==> config.mk <==
export PLATFORM = sky130hd
export DESIGN_NAME = csa_resolver_seq
export DESIGN_NICKNAME = d
export VERILOG_FILES = /design/src/rtl/csa_resolver_seq.sv
export SDC_FILE = /design/constraint.sdc
export NUM_CORES = 1
export LEC_CHECK = 0
export BUFFER_PORTS_ARGS = -buffer_cell sky130_fd_sc_hd__buf_2
export CAP_MARGIN = 20
export CORE_ASPECT_RATIO = 1.75
export CORE_MARGIN = 5
export CORE_UTILIZATION = 45
export DETAILED_ROUTE_END_ITERATION = 6
export GPL_ROUTABILITY_DRIVEN = 1
export GPL_TIMING_DRIVEN = 0
export PLACE_DENSITY = 0.82
export SLEW_MARGIN = 20
export SYNTH_ARGS = -nofsm -noshare
export SYNTH_HDL_FRONTEND = slang
export SYNTH_SLANG_ARGS = --single-unit
export TNS_END_PERCENT = 1
==> constraint.sdc <==
create_clock -name clk -period 3.4 [get_ports clk]
set_clock_uncertainty 0.15 [all_clocks]
set_input_delay 0.17 -clock clk [delete_from_list [all_inputs] [get_ports clk]]
set_output_delay 0.17 -clock clk [all_outputs]
set_load 0.01 [all_outputs]
==> src/rtl/csa_resolver_seq.sv <==
// Sequential carry-save resolver: adds a sum/carry vector pair one
// CHUNK-bit slice per cycle behind valid/ready handshakes.
module csa_resolver_seq #(
  parameter int W     = 32,
  parameter int CHUNK = 8
) (
  input  logic         clk,
  input  logic         rst,
  input  logic         in_valid,
  output logic         in_ready,
  input  logic [W-1:0] sum_in,
  input  logic [W-1:0] carry_in,
  output logic         out_valid,
  input  logic         out_ready,
  output logic [W:0]   result,
  output logic         busy
);

  localparam int NCHUNK = W / CHUNK;
  localparam int CW = (NCHUNK > 1) ? $clog2(NCHUNK) : 1;
  localparam logic [CW-1:0] LAST = CW'(NCHUNK - 1);

  typedef enum logic [1:0] {
    IDLE,
    ADD,
    DONE
  } state_t;

  state_t state;
  state_t state_nxt;

  logic [NCHUNK-1:0][CHUNK-1:0] s_q;
  logic [NCHUNK-1:0][CHUNK-1:0] c_q;
  logic [NCHUNK-1:0][CHUNK-1:0] res_lo;
  logic                         res_hi;
  logic                         cy;
  logic [CW-1:0]                cnt;
  logic [CHUNK:0]               slice;
  logic                         accept;
  logic                         last;

  assign accept = (state == IDLE) && in_valid;
  assign last   = (cnt == LAST);

  // One ripple slice: the only arithmetic on the critical path.
  assign slice = {1'b0, s_q[cnt]}
               + {1'b0, c_q[cnt]}
               + {{CHUNK{1'b0}}, cy};

  always_ff @(posedge clk or posedge rst) begin
    if (rst) state <= IDLE;
    else     state <= state_nxt;
  end

  always_comb begin
    state_nxt = state;
    in_ready  = 1'b0;
    out_valid = 1'b0;
    busy      = 1'b0;
    unique case (state)
      IDLE: begin
        in_ready = 1'b1;
        if (in_valid) state_nxt = ADD;
      end
      ADD: begin
        busy = 1'b1;
        if (last) state_nxt = DONE;
      end
      DONE: begin
        busy      = 1'b1;
        out_valid = 1'b1;
        if (out_ready) state_nxt = IDLE;
      end
      default: state_nxt = IDLE;
    endcase
  end

  always_ff @(posedge clk or posedge rst) begin
    if (rst) begin
      s_q    <= '0;
      c_q    <= '0;
      res_lo <= '0;
      res_hi <= 1'b0;
      cy     <= 1'b0;
      cnt    <= '0;
    end else if (accept) begin
      s_q <= sum_in;
      c_q <= carry_in;
      cy  <= 1'b0;
      cnt <= '0;
    end else if (state == ADD) begin
      res_lo[cnt] <= slice[CHUNK-1:0];
      cy          <= slice[CHUNK];
      if (last) begin
        res_hi <= slice[CHUNK];
        cnt    <= '0;
      end else begin
        cnt <= cnt + 1'b1;
      end
    end
  end

  assign result = {res_hi, res_lo};

endmodule

==> results.json <==
{
  "overflow": 0,
  "start_kind": "flop",
  "max-slew-margin-rel_pct": 67.24,
  "wirelength_mm": 14.17,
  "clockBufferDepth": 2,
  "synthCells": 408,
  "cts_setup_buffers": 0,
  "io_buffers": 103,
  "max_freq_mhz": 302.9,
  "grtUsageTotal_pct": 21.78,
  "power.density_mw_per_mm2": 1091,
  "regArea_mm2": 0.002552,
  "clk_latency_ps": 350,
  "min_period_ps": 3301,
  "cp.arrival_ps": 3440,
  "drt_iter0_drc": 277,
  "cts_tree": "built",
  "initial_core_util_pct": 45.46,
  "fin_ws_ps": 98.51,
  "first_pass_iters": 5,
  "drt.antenna.violating_nets": 0,
  "worstPathMaxFanout": 10,
  "area_growth_pct": 34.16,
  "fillCellCount": 834,
  "worst-endpoint-required_ps": 3540,
  "routabilityCongestion": 0.9117,
  "final_layout_size_suffix_gt1_share_pct": 39.23,
  "peakVddDrop_v": 0.0007514,
  "yosysSeqAreaShare_pct": 50.86,
  "h-tree-depth": 3,
  "synth_nets": 492,
  "layout_common_cells": "buf_2 (120), dfrtp_1 (102), mux2_2 (68)",
  "dp_slack_ps": -219.7,
  "vias": 3979,
  "grt_max_degree": 75,
  "cts_buffers": 9,
  "max_slew.worst_pin.slew_ps": 491.4,
  "hold_ws_ps": 119.6,
  "final-hold-violation-count": 0,
  "grt_pass1_vias": 4364,
  "leakagePower_nw": 3.047,
  "via_per_inst": 5.473,
  "final_util_pct": 60.99,
  "slew_viol_final": 0,
  "rows": 51,
  "cts_root_buf": "clkbuf_16",
  "die_w_um": 89.83,
  "netlist_area_mm2": 0.005019,
  "critical_path_class": "flop to flop",
  "cp-end-kind": "flop",
  "multi_input_area_mm2": 0.002313,
  "clk_pin_slew_ps": 70,
  "syn_area_per_cell_um2": 12.30,
  "dp_hpwl_mm": 9.838,
  "status": "completed",
  "ys_ff_latch": 102,
  "final_common_cell": "buf_2",
  "fin_nets": 673,
  "fp.dieH_um": 149.7,
  "wl_per_cell_um": 19.48,
  "fp.coreArea_mm2": 0.01104,
  "regToRegSetupSlack_ps": 100,
  "max_cap_viol_count": 0,
  "synth_cell_types": 40,
  "post-route-drc-count": 0,
  "io_pins": 104,
  "antenna_found_initial": 1,
  "rsz0062_at_grt": "no",
  "clock_sinks": 102,
  "setup_viol": 0,
  "hp-class": "input pin to flop",
  "p_total_w": 0.007342,
  "grt_pass1_wl_mm": 23.02,
  "die_area_mm2": 0.01345,
  "yosys_warnings": 0,
  "fin_crit_sh_pct": 97.10
}
==> final timing paths <==
kind,from,to,depth (start not counted)
worst max register to register,cnt[0],result[14],8
min in group asynchronous,rst,result[5],3
worst max-delay path,cnt[0],result[14],8
worst min-delay path,out_ready,state[0],4
max in group asynchronous,rst,result[18],4
worst min register to register,result[1],result[1],2
==> sequential cells by signal, indices dropped and copies added (netlist names) <==
| name | cells |
|---|---|
| cnt | 2 |
| c_q | 32 |
| state | 2 |
| s_q | 32 |
| cy | 1 |
| result | 32 |
| res_hi | 1 |
==> cells in the mapped netlist <==
| library cell | instances | area, um2 |
|---|---|---|
| dfrtp_1 | 102 | 2552 |
| mux2_2 | 68 | 765.7 |
| nand2_1 | 60 | 225.2 |
| buf_2 | 19 | 95.09 |
| mux4_2 | 16 | 360.4 |
| o21ai_0 | 16 | 80.08 |
| ha_1 | 14 | 175.2 |
| a21oi_1 | 13 | 65.06 |
| nand3_1 | 13 | 65.06 |
| nor2_1 | 10 | 37.54 |
| inv_1 | 9 | 33.78 |
| o211ai_1 | 8 | 60.06 |
| nor2b_1 | 6 | 37.54 |
| mux2i_1 | 5 | 50.05 |
| nand3b_1 | 5 | 37.54 |
| a311o_1 | 4 | 40.04 |
| a41oi_1 | 4 | 35.03 |
| and2_1 | 4 | 25.02 |
| clkbuf_1 | 4 | 15.01 |
| nor4_1 | 4 | 25.02 |
| nand2b_1 | 3 | 18.77 |
| fa_1 | 2 | 40.04 |
| xor2_1 | 2 | 17.52 |
| a2111o_1 | 1 | 11.26 |
| a211o_1 | 1 | 8.760 |
| a211o_2 | 1 | 10.01 |
| a211oi_4 | 1 | 20.02 |
| a21o_1 | 1 | 7.510 |
| a21o_2 | 1 | 8.760 |
| a21oi_2 | 1 | 8.760 |
| a222oi_1 | 1 | 10.01 |
| a31oi_1 | 1 | 6.260 |
| buf_4 | 1 | 7.510 |
| buf_6 | 1 | 11.26 |
| nor3_1 | 1 | 5.000 |
| o21a_1 | 1 | 7.510 |
| o21ai_2 | 1 | 8.760 |
| o21ba_2 | 1 | 10.01 |
| or3_4 | 1 | 11.26 |
| xnor2_1 | 1 | 8.760 |
==> final cells by class <==
class                   count  share of cell area [%]
flip-flops and latches    102                   37.91
multi-input cells         272                   34.36
repair buffers            170                   17.88
clock buffers              12                   3.810
well taps                 132                   2.453
plain buffers              25                   2.174
clock inverters             4                  0.7991
inverters                   9                  0.5761
diodes                      1                 0.03717
==> stage by stage <==
stage	setup TNS, ps	std cells	area [um2]
floorplan	0	408	5019
detailed placement	-1060	644	5732
CTS	0	726	6715
global placement	-53430	643	5699
global route	0	727	6733
finish	0	727	6733
==> critical path: stages (launching register included) <==
cell and delay, ps:
dfrtp_1 420, buf_12 170, mux4_2 570, fa_2 430, fa_1 450, a211o_2 390
a21oi_4 200, mux2_2 370, nand3_1 80
==> power breakdown <==
group | internal (W) | switching [W]
clock | 0.000614 | 0.000461
combinational | 0.00186 | 0.00226
sequential | 0.00182 | 0.000337
total | 0.00429 | 0.00305
==> routing by layer <==
layer / vias to the layer above / wire [um] / GRT usage, %
met5: - / 0 / 0
met4: 0 / 620 / 9.985
met3: 43 / 714 / 4.225
met2: 146 / 7821 / 40.51
met1: 1966 / 5009 / 23.50
li1: 1824 / - / -
==> cells by family after synthesis <==
| logic type | synth area share, % |
|---|---|
| buf+inv | 3.241 |
| xor+xnor | 0.5237 |
| mux | 23.44 |
| simple gates | 9.723 |
| compound gates | 7.929 |
| flops | 50.86 |
| fa+ha+maj | 4.288 |
==> timing repair <==
action,4_1_cts,5_1_grt
endpoints found under the setup margin,10,8
cloned,0,0
endpoints found under the hold margin,94,0
hold buffers,66,0
resized for setup,3,4
Note: power is estimated with default switching activity, not from simulation.
